--- config.mk ---
export PLATFORM = sky130hd
export DESIGN_NAME = fetch_line_buffer
export DESIGN_NICKNAME = d
export VERILOG_FILES = /design/src/rtl/fetch_line_buffer.sv
export SDC_FILE = /design/constraint.sdc
export NUM_CORES = 1
export LEC_CHECK = 0
export CAP_MARGIN = 25
export CORE_ASPECT_RATIO = 0.8
export CORE_MARGIN = 4
export CORE_UTILIZATION = 40
export CTS_CLUSTER_DIAMETER = 150
export DETAILED_ROUTE_END_ITERATION = 7
export DONT_BUFFER_PORTS = 1
export GPL_ROUTABILITY_DRIVEN = 0
export GPL_TIMING_DRIVEN = 0
export PLACE_DENSITY = 0.54
export REMOVE_ABC_BUFFERS = 1
export SYNTH_ARGS = -nofsm -noshare
export SYNTH_HDL_FRONTEND = slang
export SYNTH_SLANG_ARGS = --single-unit
--- constraint.sdc ---
create_clock -name i_clk -period 4 [get_ports i_clk]
set_clock_uncertainty 0.15 [all_clocks]
set_input_delay 0.8 -clock i_clk [delete_from_list [all_inputs] [get_ports i_clk]]
set_output_delay 0.8 -clock i_clk [all_outputs]
set_load 0.01 [all_outputs]
--- src/rtl/fetch_line_buffer.sv ---
// Single-line instruction fetch buffer: serves hits from an 8-word line, refills misses with one 8-beat Wishbone burst.
// Optional feature macro FETCH_EARLY_RESTART_EN: answer the waiting request on its own beat while the burst continues.
module fetch_line_buffer #(
   parameter int RW         = 16,
   parameter int AW         = 24,
   parameter int LINE_WORDS = 8
) (
   input  logic          i_clk,
   input  logic          i_rst,
   input  logic          req_valid,
   input  logic [AW-1:0] req_addr,
   input  logic          flush,
   output logic          o_ack,
   output logic [RW-1:0] o_data,
   output logic          o_err,
   output logic          wb_cyc,
   output logic          wb_stb,
   output logic [AW-1:0] wb_adr,
   output logic          wb_8_burst,
   input  logic          wb_ack,
   input  logic          wb_err,
   input  logic [RW-1:0] wb_i_dat
);

   typedef enum logic {S_IDLE, S_FILL} state_t;

   state_t          state_q, state_d;
   logic [RW-1:0]   line_q [LINE_WORDS];
   logic [RW-1:0]   line_d [LINE_WORDS];
   logic [AW-4:0]   tag_q, tag_d;
   logic            valid_q, valid_d;
   logic [2:0]      beat_q, beat_d;
   logic            pend_flush_q, pend_flush_d;
   logic            served_q, served_d;
   logic            ack_q, ack_d;
   logic            err_q, err_d;
   logic [RW-1:0]   data_q, data_d;

   logic [AW-4:0]   req_tag;
   logic [2:0]      req_off;
   logic            hit;
   logic            drop_line;

   assign req_tag   = req_addr[AW-1:3];
   assign req_off   = req_addr[2:0];
   assign hit       = valid_q && (tag_q == req_tag);
   assign drop_line = pend_flush_q || flush;

   always_comb begin
      state_d      = state_q;
      line_d       = line_q;
      tag_d        = tag_q;
      valid_d      = valid_q;
      beat_d       = beat_q;
      pend_flush_d = pend_flush_q;
      served_d     = served_q;
      ack_d        = 1'b0;
      err_d        = 1'b0;
      data_d       = data_q;
      case (state_q)
         S_IDLE: begin
            if (req_valid && !ack_q) begin
               if (hit) begin
                  ack_d  = 1'b1;
                  data_d = line_q[req_off];
               end else begin
                  state_d      = S_FILL;
                  beat_d       = 3'd0;
                  valid_d      = 1'b0;
                  tag_d        = req_tag;
                  served_d     = 1'b0;
                  pend_flush_d = 1'b0;
               end
            end
            // A hit in the same cycle as a flush still returns the old word.
            if (flush) valid_d = 1'b0;
         end
         S_FILL: begin
            if (flush) pend_flush_d = 1'b1;
            if (wb_err) begin
               state_d      = S_IDLE;
               valid_d      = 1'b0;
               pend_flush_d = 1'b0;
               if (!served_q && req_valid) begin
                  ack_d = 1'b1;
                  err_d = 1'b1;
               end
            end else if (wb_ack) begin
               line_d[beat_q] = wb_i_dat;
               beat_d         = beat_q + 3'd1;
`ifdef FETCH_EARLY_RESTART_EN
               if (!served_q && req_valid && req_tag == tag_q && beat_q == req_off) begin
                  ack_d    = 1'b1;
                  data_d   = wb_i_dat;
                  served_d = 1'b1;
               end
`endif
               if (beat_q == 3'd7) begin
                  state_d      = S_IDLE;
                  valid_d      = !drop_line;
                  pend_flush_d = 1'b0;
                  // The line is discarded, so a still-waiting request is answered straight from the fill.
                  if (drop_line && !served_q && req_valid && req_tag == tag_q) begin
                     ack_d    = 1'b1;
                     data_d   = (req_off == 3'd7) ? wb_i_dat : line_q[req_off];
                     served_d = 1'b1;
                  end
               end
            end
         end
         default: state_d = S_IDLE;
      endcase
   end

   always_ff @(posedge i_clk) begin
      if (i_rst) begin
         state_q      <= S_IDLE;
         tag_q        <= '0;
         valid_q      <= 1'b0;
         beat_q       <= 3'd0;
         pend_flush_q <= 1'b0;
         served_q     <= 1'b0;
         ack_q        <= 1'b0;
         err_q        <= 1'b0;
         data_q       <= '0;
      end else begin
         state_q      <= state_d;
         tag_q        <= tag_d;
         valid_q      <= valid_d;
         beat_q       <= beat_d;
         pend_flush_q <= pend_flush_d;
         served_q     <= served_d;
         ack_q        <= ack_d;
         err_q        <= err_d;
         data_q       <= data_d;
      end
   end

   always_ff @(posedge i_clk) begin
      line_q <= line_d;
   end

   assign o_ack      = ack_q;
   assign o_err      = err_q;
   assign o_data     = data_q;
   assign wb_cyc     = (state_q == S_FILL);
   assign wb_stb     = (state_q == S_FILL);
   assign wb_8_burst = (state_q == S_FILL);
   assign wb_adr     = (state_q == S_FILL) ? {tag_q, beat_q} : '0;

endmodule

==> results.md, run 1 <==
* Outcome: complete, no violations
* Leading area contributor after synthesis: edfxtp_1
* Synth top area cells: edfxtp_1 51%, dfxtp_1 12%, mux2i_1 6.1%, nand2b_1 5.1%, mux4_2 5.1%
* CP startpoint kind: register
* WL met2 at 8060 microns
* Core area at 18300 sq um
* Distinct cell type count after synthesis at 46
* Port Buffers at 0
* Final core utilization at 46.4%
* Relative slew slack at 38.7%
* Top-area cell type share of the netlist area at 50.8%
* Final #Nets at slightly below 600
* Die height at 131 microns
* Power Density at 445 nW/um^2
* Combinational fraction of design power at 4.5%
* DRC viols at 0
* Num Clock Sinks at about 170
* Final hold violations at 0
* Mapped Cells at 531
* Routed wire length at about 16000 microns
* Total GRT Usage at 15.6%
* Root Driver: clkbuf_16
* DIE AREA at 21200 sq um
* Fill cell count at 1591
* Final Max Slew Viols at 0
* Area of the multi-input gates at 2630 sq um
* CP arrival at 3.14 ns
* Post-synthesis cell area at 7560 sq um
* Part of the Yosys area used for sequential elements at between 60% and 70%
* Via density at between 5 and 6
* Largest net degree at the start of global routing at 87
* Total power at approximately 0.0038 W
* DP Wirelength at 10100 microns
* Area Growth Syn to Fin at 12.4%
* Reg power frac at 52.3%
* Synth Flop Type: edfxtp_1
* Max Cap Viol at 0
* First-pass GRT wire length at around 25000 microns
* Worst-skew pair later-pin latency at 0.42 ns
* Final setup violation count at 0
* Max H-tree Level at 4
* Final design area excluding fillers at 8500 sq um
* Avg Inst Size Synth at 14.2 sq um
* Worst-path clk slew at around 0.07 ns
* Gr ovfl total at 0
* CTS tree: done
* Antenna Cells at 0
* M1 WL at 7080 microns
* Final Critical Period at 2.99 ns
* Row cnt at 44
* Detailed Routing Iterations Pass 1 at 4
* IO Count at 91
* Top-count cell post-synth: edfxtp_1
* R2r setup slk at 1.01 ns
* Period utilization at 74.7%
* Drt first-iter violations at 292
* Setup Buffers After CTS at 0
* Antenna violations before repair at 0
* EDFF count, synth at 128
* CTS resizes at 0
* Int Power at about 0.0030 W
* Synthesized flop and latch total at ~170
* Max Used Layer: met4
* Initial Utilization at 41.3%
* Layout cell share with drive strength beyond 1 at 14.6%
* CP Class: reg -> reg
* Power share of the clock group at 43.3%
* Clock Tree Buf Depth at 2
* Crit path capture type: register
* Chip Width at 162 microns
* Post-route ant nets at 0
* Sw Pwr at 0.000794 W
* Worst-Margin Slew at 0.919 ns
* Routed wl met3 at ~1000 microns
* Async S/R FF share, synth at 0%
* Register area at 4770 sq um
* Synth warn at 0
* Maximum VDD drop at 261 uV
* Static Leak at 2.95 nW
* Vias in the first global route at 4342
* Worst endpoint required time at 4.16 ns
* CTS Hold Bufs at 0
* WL per Instance at a little over 20 microns
* RSZ-0062 raised after global routing: no
* CP Max Fanout at 39
* Commonest cells in the synthesized netlist: 128 x edfxtp_1, 62 x nand2b_1, 46 x dfxtp_1, 46 x mux2i_1, 35 x nor2_1
* Hold Path Class: in -> reg
* Switching share of power at 21.0%
* Num CTS Buffers at 17
* Peak Freq at 335 MHz
* Via count at 4177
* Placed cell areas at 7920 sq um
-- registers in the layout, indices dropped and copies added, names as in the netlist --
name / count
o_ack: 1
tag_q: 21
served_q: 1
o_data: 16
beat_q: 3
wb_8_burst: 1
valid_q: 1
pend_flush_q: 1
o_err: 1
line_q: 128
-- final cells by class --
| class | count | area share [%] |
|---|---|---|
| sequential | 174 | 56.1 |
| inverter | 5 | 0.221 |
| timing repair buffer | 14 | 2.24 |
| tap | 253 | 3.72 |
| clock buffer | 20 | 5.25 |
| multi-input combinational | 317 | 30.9 |
| clock inverter | 12 | 1.59 |
-- power groups by stage --
stage                     logic [W]  registers [W]  clock network (W)
final                      0.000170        0.00198            0.00164
after global routing       0.000186        0.00198            0.00176
after CTS                  0.000173        0.00198            0.00168
after detailed placement   0.000172        0.00202                  0
after global placement     0.000161        0.00202                  0
after floorplan            0.000139        0.00201                  0
-- layout by cell type, fill, tap and decap left out, types with 4 or more instances in the layout --
cell type	count
nor3b_1	4
nor2_1	32
mux2_2	5
nand3_1	5
nor3_2	4
o21ai_0	4
dfxtp_1	45
nor2b_1	9
nand2b_1	62
nand2_1	4
a21oi_1	5
and2_1	25
a22o_1	12
xnor2_1	8
xor2_1	13
a211o_1	15
a221oi_1	12
buf_6	8
mux4_2	17
edfxtp_1	128
clkbuf_16	17
inv_1	5
mux2i_1	46
-- logic make-up after synthesis --
family,Yosys count,synth area share (%)
flip-flops,174,63.0
AND/OR/NAND/NOR,162,12.4
multiplexers,68,11.9
AO/OA/AOI/OAI,64,7.26
buffers and inverters,40,2.71
XOR/XNOR,21,2.43
adder cells (fa/ha/maj),2,0.331
-- stage by stage --
step	worst slack (ns)	TNS, ns	instances	hold slack, ns
floorplan	0.492	0	496	0.318
global placement	-2.17	-90.50	749	0.330
detailed placement	1.01	0	763	0.340
CTS	1.01	0	795	0.289
global route	0.812	0	795	0.293
finish	1.01	0	795	0.321
-- layer usage --
layer | vias to the layer above | track usage [%]
li1 | 1985 | -
met1 | 2098 | 20.0
met2 | 83 | 26.1
met3 | 11 | 4.61
met4 | 0 | 4.67
met5 | - | 0
-- critical path, stage by stage, from the launching register on --
cell and delay [ns]:
dfxtp_2 0.88, and2b_1 0.27, nand2_1 0.26, nor2_1 0.33
o2111ai_4 0.51, mux2_2 0.46
-- final timing paths --
path                                       startpoint                      end  cells past startpoint
worst min-delay path                      wb_i_dat[9]     line_q[73]$_DFFE_PP_                      0
worst max-delay path            wb_8_burst$_SDFF_PP0_  o_data[14]$_SDFFE_PP0P_                      5
worst min register to register  tag_q[8]$_SDFFE_PP0P_    tag_q[8]$_SDFFE_PP0P_                      2
worst max register to register  wb_8_burst$_SDFF_PP0_  o_data[14]$_SDFFE_PP0P_                      5
Note: power is estimated with default switching activity, not from simulation.
==> run 2: changes to the inputs <==
--- a/config.mk
+++ b/config.mk
@@ -14,7 +14,7 @@
 export DONT_BUFFER_PORTS = 1
 export GPL_ROUTABILITY_DRIVEN = 0
 export GPL_TIMING_DRIVEN = 0
-export PLACE_DENSITY = 0.54
+export PLACE_DENSITY = 0.56
 export REMOVE_ABC_BUFFERS = 1
 export SYNTH_ARGS = -nofsm -noshare
 export SYNTH_HDL_FRONTEND = slang
==> constraint.sdc (replaced) <==
create_clock -name i_clk -period 2.7 [get_ports i_clk]
set_clock_uncertainty 0.15 [all_clocks]
set_input_delay 0.54 -clock i_clk [delete_from_list [all_inputs] [get_ports i_clk]]
set_output_delay 0.54 -clock i_clk [all_outputs]
set_load 0.01 [all_outputs]
==> results.md, run 2 (synthesized netlist as in run 1, its figures left out) <==
* Outcome: complete, no violations
* Clock Tree Buf Depth at 2 (unchanged)
* Fin cells at 800 (+0.63%)
* Root Driver: clkbuf_16
* WL per Instance at 20.0 microns (-2.4%)
* CP startpoint kind: register
* Final Max Slew Viols at 0 (unchanged)
* CP arrival at 2.51 ns (-0.63 ns)
* DRC viols at 0 (unchanged)
* GRT busiest layer: met2
* Via density at 5.25 (about the same)
* Num CTS Buffers at 17 (unchanged)
* Final hold violations at 0 (unchanged)
* Setup WS pre-CTS at -0.334 ns (-1.34 ns)
* Routed wire length at 16000 microns (-1.8%)
* IO Count at 91 (unchanged)
* Met1 usage at 19.8% (-0.17 points)
* Vias in the first global route at 4228 (-2.6%)
* Met3 usage at 5.30% (+0.69 points)
* Largest net degree at the start of global routing at 87 (unchanged)
* Static Leak at 2.95 nW (+0.16%)
* Power Density at 640 nW/um^2 (+44%)
* R2r setup slk at 0.16 ns (-0.85 ns)
* CP Class: reg -> reg
* Setup ws final at 0.165 ns (-0.848 ns)
* Gr ovfl total at 0 (unchanged)
* RSZ-0062 raised after global routing: no
* Die height at 131 microns (unchanged)
* Crit path capture type: register
* Fill cell count at 1594 (+0.19%)
* Period utilization at 93.9% (+19 points)
* Core area at 18300 sq um (unchanged)
* Maximum VDD drop at 337 uV (+29%)
* CP cell instances: and2b_1, nand2_1, nor3_4, buf_6, buf_6
* Final #Nets at 582 (+0.87%)
* CP Max Fanout at 39 (unchanged)
* Relative slew slack at 53.9% (+15 points)
* CTS Hold Bufs at 0 (unchanged)
* Buffers & Inverters on Critical Path at 2 (+2)
* Num Clock Sinks at 174 (unchanged)
* Total GRT Usage at 15.4% (-0.24 points)
* Worst-Margin Slew at 0.692 ns (-0.227 ns)
* Via count at 4203 (+0.62%)
* Largest Register: line_q
* Layout cell share with drive strength beyond 1 at 15.2% (+0.60 points)
* Post-route ant nets at 0 (unchanged)
* Initial Utilization at 41.3% (unchanged)
* Detailed Routing Iterations Pass 1 at 4 (unchanged)
* Most frequent cells in the layout: 128 x edfxtp_1, 62 x nand2b_1, 46 x mux2i_1
* Row cnt at 44 (unchanged)
* Chip Width at 162 microns (unchanged)
* Max Cap Viol at 0 (unchanged)
* Final setup violation count at 0 (unchanged)
* Post-Place Cells at 765 (+0.26%)
* Total power at 0.00547 W (+44%)
* Family with the most delay on the worst path: simple AND/OR/NAND/NOR gates
* Worst-skew pair later-pin latency at 0.42 ns (about the same)
* Port Buffers at 0 (unchanged)
* CTS tree: done
* Hold_ws at 0.0578 ns (-0.264 ns)
* Antenna Cells at 0 (unchanged)
* Drt first-iter violations at 215 (-26%)
* First-pass GRT wire length at 24500 microns (-0.92%)
* Max reg flops at 128 (unchanged)
* Final Critical Period at 2.54 ns (-0.452 ns)
* DP Wirelength at 10100 microns (+0.33%)
* Most common cell after layout, fill and taps aside: edfxtp_1
* Worst-path clk slew at 0.07 ns (about the same)
* Max H-tree Level at 4 (unchanged)
* Worst endpoint required time at 2.68 ns (-1.48 ns)
* Met2 usage at 25.0% (-1.1 points)
* Slowest Stage Delay on Critical Path at 0.64 ns (-0.24 ns)
* Area Growth Syn to Fin at 12.9%
* Peak Freq at 394 MHz (+18%)
* Slowest cell on crit path: dfxtp_4
* DIE AREA at 21200 sq um (unchanged)
* Hold Path Class: in -> reg
* Antenna violations before repair at 0 (unchanged)
* Critical path's most frequent cell: buf_6
==> run 2: changes by cell type in the layout (fill, tap and decap cells not counted), moves of 2 or more <==
cell      delta
nor3_2       -4
nor3_4       +4
clkinv_1     +3
buf_12       +2
buf_4        +2
buf_6        +2
clkbuf_1     -2
clkinv_4     -2
==> run 2: power by group <==
part	internal, W	switching [W]
Sequential	0.00289	0.0000367
Clock	0.00126	0.00103
Combinational	0.000141	0.000108
Total	0.00430	0.00117
==> run 2: per-stage QoR <==
stage               cell area [sq um]  util (%)  setup TNS [ns]
CTS                              8520      46.5               0
detailed placement               7940      43.3           -7.62
global route                     8540      46.6               0
finish                           8540      46.6               0
global placement                 7690      42.0         -255.40
floorplan                        7380         -          -36.55
==> run 2: timing repair <==
action,CTS,global route
buffers inserted,3,0
setup endpoints to repair,61,17
resized for setup,1,4
pin swaps,1,0
==> run 2: per-layer routing <==
layer  vias up  wire length (microns)
met4         0                    185
met2        65                   7780
met1      2133                   7210
li1       1990                      -
met5         -                      0
met3        15                    813
==> run 2: final cells by class <==
cell class / count / area, sq um / share of cell area (%)
Clock inverter: 15 / 120 / 1.41
Tap cell: 253 / 317 / 3.71
Inverter: 5 / 18.8 / 0.220
Timing Repair Buffer: 19 / 240 / 2.81
Sequential cell: 174 / 4770 / 55.8
Clock buffer: 17 / 425 / 4.98
Multi-Input combinational cell: 317 / 2650 / 31.1
==> run 2: final timing paths <==
path / from / end / depth (start not counted)
setup / recovery: wb_8_burst$_SDFF_PP0_ / line_q[16]$_DFFE_PP_ / 5
hold / removal: wb_i_dat[11] / line_q[91]$_DFFE_PP_ / 0
setup reg to reg: wb_8_burst$_SDFF_PP0_ / line_q[16]$_DFFE_PP_ / 5
hold reg to reg: tag_q[0]$_SDFFE_PP0P_ / tag_q[0]$_SDFFE_PP0P_ / 2
==> run 2: worst register-to-register path, cell delays in order (launching register included) <==
cell,delay (ns)
dfxtp_4,0.64
and2b_1,0.24
nand2_1,0.34
nor3_4,0.51
buf_6,0.21
buf_6,0.15
==> run 3: changes to the inputs <==
==> constraint.sdc (replaced) <==
create_clock -name i_clk -period 2.7 [get_ports i_clk]
set_clock_uncertainty 0.15 [all_clocks]
set_input_delay 0.27 -clock i_clk [delete_from_list [all_inputs] [get_ports i_clk]]
set_output_delay 0.27 -clock i_clk [all_outputs]
set_load 0.01 [all_outputs]
==> results.md, run 3 (synthesized netlist as in run 1, its figures left out) <==
* CP startpoint kind: register
* Routed wire length at 17000 microns (+6.5%)
* Maximum VDD drop at 338 uV (+0.30%)
* Power Density at 621 nW/um^2 (-3.1%)
* Row cnt at 44 (unchanged)
* Via count at 4393 (+4.5%)
* RR Startpoint: wb_8_burst$_SDFF_PP0_
* Max Cap Viol at 0 (unchanged)
* Worst setup startpoint: wb_8_burst$_SDFF_PP0_
* Capture point of the worst reg-to-reg path: line_q[85]$_DFFE_PP_
* Relative slew slack at 29.8% (-24 points)
* Setup ws final at 0.124 ns (-0.0404 ns)
* Most common cell after layout, fill and taps aside: edfxtp_1
* Critical path capture point: line_q[85]$_DFFE_PP_
* CTS tree: done
* Static Leak at 3.14 nW (+6.3%)
* Hold Path Class: in -> reg
* Gr ovfl total at 0 (unchanged)
* Period utilization at 95.4% (+1.5 points)
* Die height at 131 microns (unchanged)
* Largest net degree at the start of global routing at 87 (unchanged)
* CP arrival at 2.55 ns (+0.04 ns)
* DRC viols at 0 (unchanged)
* Final Critical Period at 2.58 ns (+0.0404 ns)
* Int Power at 0.00434 W (+1.0%)
* CP Max Fanout at 39 (unchanged)
* Core area at 18300 sq um (unchanged)
* Crit path capture type: register
* Layout cell share with drive strength beyond 1 at 14.2% (-0.94 points)
* Largest Register: line_q
* Final hold violations at 0 (unchanged)
* Register-to-Register Path Depth at 4 (-1)
* Post-route ant nets at 0 (unchanged)
* Worst-skew pair later-pin latency at 0.42 ns (about the same)
* Antenna violations before repair at 0 (unchanged)
* IO Count at 91 (unchanged)
* Initial Utilization at 41.3% (unchanged)
* Final #Nets at 625 (+7.4%)
* Drt first-iter violations at 237 (+10%)
* First-pass GRT wire length at 26000 microns (+6.0%)
* Register area at 4770 sq um (unchanged)
* Port Buffers at 0 (unchanged)
* Outcome: complete, no violations
* Setup WS pre-CTS at -0.334 ns (unchanged)
* Antenna Cells at 0 (unchanged)
* DIE AREA at 21200 sq um (unchanged)
* Max H-tree Level at 4 (unchanged)
* WL per Instance at 20.2 microns (+1.0%)
* Power share of the clock group at 41.2% (-0.7 points)
* Fill cell count at 1565 (-1.8%)
* Num CTS Buffers at 17 (unchanged)
* CP Class: reg -> reg
* Root Driver: clkbuf_16
* DP Wirelength at 10100 microns (unchanged)
* Final Max Slew Viols at 0 (unchanged)
* Final setup violation count at 0 (unchanged)
* Vias in the first global route at 4479 (+5.9%)
* Area Growth Syn to Fin at 18.8%
* R2r setup slk at 0.12 ns (-0.04 ns)
* Placed cell areas at 7940 sq um (unchanged)
* Chip Width at 162 microns (unchanged)
* Worst endpoint required time at 2.68 ns (about the same)
* Combinational fraction of design power at 6.3% (+1.8 points)
* Worst-Margin Slew at 1.05 ns (+0.358 ns)
* Peak Freq at 388 MHz (-1.6%)
* Clock Tree Buf Depth at 2 (unchanged)
* Sw Pwr at 0.00123 W (+5.4%)
* Reg power frac at 52.5% (-1.1 points)
* Most frequent cells in the layout: 128 x edfxtp_1, 62 x nand2b_1, 46 x mux2i_1
* Total power at 0.00558 W (+2.0%)
* Via density at 5.21 (-0.81%)
* Switching share of power at 22.1% (+0.73 points)
* Final design area excluding fillers at 8980 sq um (+5.2%)
* Num Clock Sinks at 174 (unchanged)
* Detailed Routing Iterations Pass 1 at 4 (unchanged)
* Total GRT Usage at 16.4% (+1.0 points)
* Max reg flops at 128 (unchanged)
* Worst-path clk slew at 0.06 ns (about the same)
* Area of the multi-input gates at 2650 sq um (-0.24%)
-- run 3: cell count changes in the layout (fill, tap and decap cells not counted), sizes merged --
cell	change
dlygate4sd3	+42
buf	+1
-- run 3: what timing repair did --
action	4_1_cts	5_1_grt
endpoints found under the setup margin	61	17
hold buffers	43	0
buffers inserted	3	0
hold endpoints to repair	174	0
resized for setup	1	3
pin swaps	1	0
-- run 3: routing by layer --
| metal | share of wire, % | vias to the layer above | track usage [%] |
|---|---|---|---|
| li1 | - | 2078 | - |
| met1 | 46 | 2245 | 21.8 |
| met2 | 49 | 60 | 27.0 |
| met3 | 3.9 | 10 | 4.52 |
| met4 | 0.87 | 0 | 4.28 |
| met5 | 0 | - | 0 |
-- run 3: worst max-delay path, stage by stage (launching register included) --
cell and delay (ns):
dfxtp_4 0.64, and2b_1 0.24, nand2_1 0.31, nor3_2 0.67, buf_6 0.25
-- run 3: through the flow --
stage               hold WS (ns)  utilization (%)  TNS [ns]  std cells
finish                    0.0301             49.0         0        843
global route              0.0373             49.0    -0.140        843
CTS                       0.0104             48.9         0        843
detailed placement         0.213             43.3     -7.62        765
global placement           0.210             42.0   -255.40        749
floorplan                  0.189                -    -36.55        496
-- run 3: worst min-delay path by stage --
stage                 from                 endpoint  slack (ns)  cells after the start
6_report         req_valid     valid_q$_SDFFE_PP0P_        0.03                      3
5_1_grt        req_addr[2]  o_data[10]$_SDFFE_PP0P_        0.04                      3
4_1_cts        req_addr[2]   o_data[8]$_SDFFE_PP0P_        0.01                      3
3_5_place_dp         i_rst         o_ack$_SDFF_PP0_        0.21                      1
3_3_place_gp         i_rst         o_ack$_SDFF_PP0_        0.21                      1
2_1_floorplan        i_rst         o_ack$_SDFF_PP0_        0.19                      1
-- run 3: final cells by class --
| class | instances | area share (%) |
|---|---|---|
| Multi-Input combinational cell | 317 | 29.5 |
| Tap cell | 253 | 3.52 |
| Inverter | 5 | 0.209 |
| Timing Repair Buffer | 62 | 7.66 |
| Sequential cell | 174 | 53.1 |
| Clock inverter | 15 | 1.34 |
| Clock buffer | 17 | 4.73 |
-- run 3: power by group through the flow --
stage,combinational [W],sequential [W],clock (W)
2_1_floorplan,0.000205,0.00298,0
3_3_place_gp,0.000238,0.00299,0
3_5_place_dp,0.000252,0.00299,0
4_1_cts,0.000354,0.00293,0.00235
5_1_grt,0.000384,0.00293,0.00247
6_report,0.000349,0.00293,0.00230
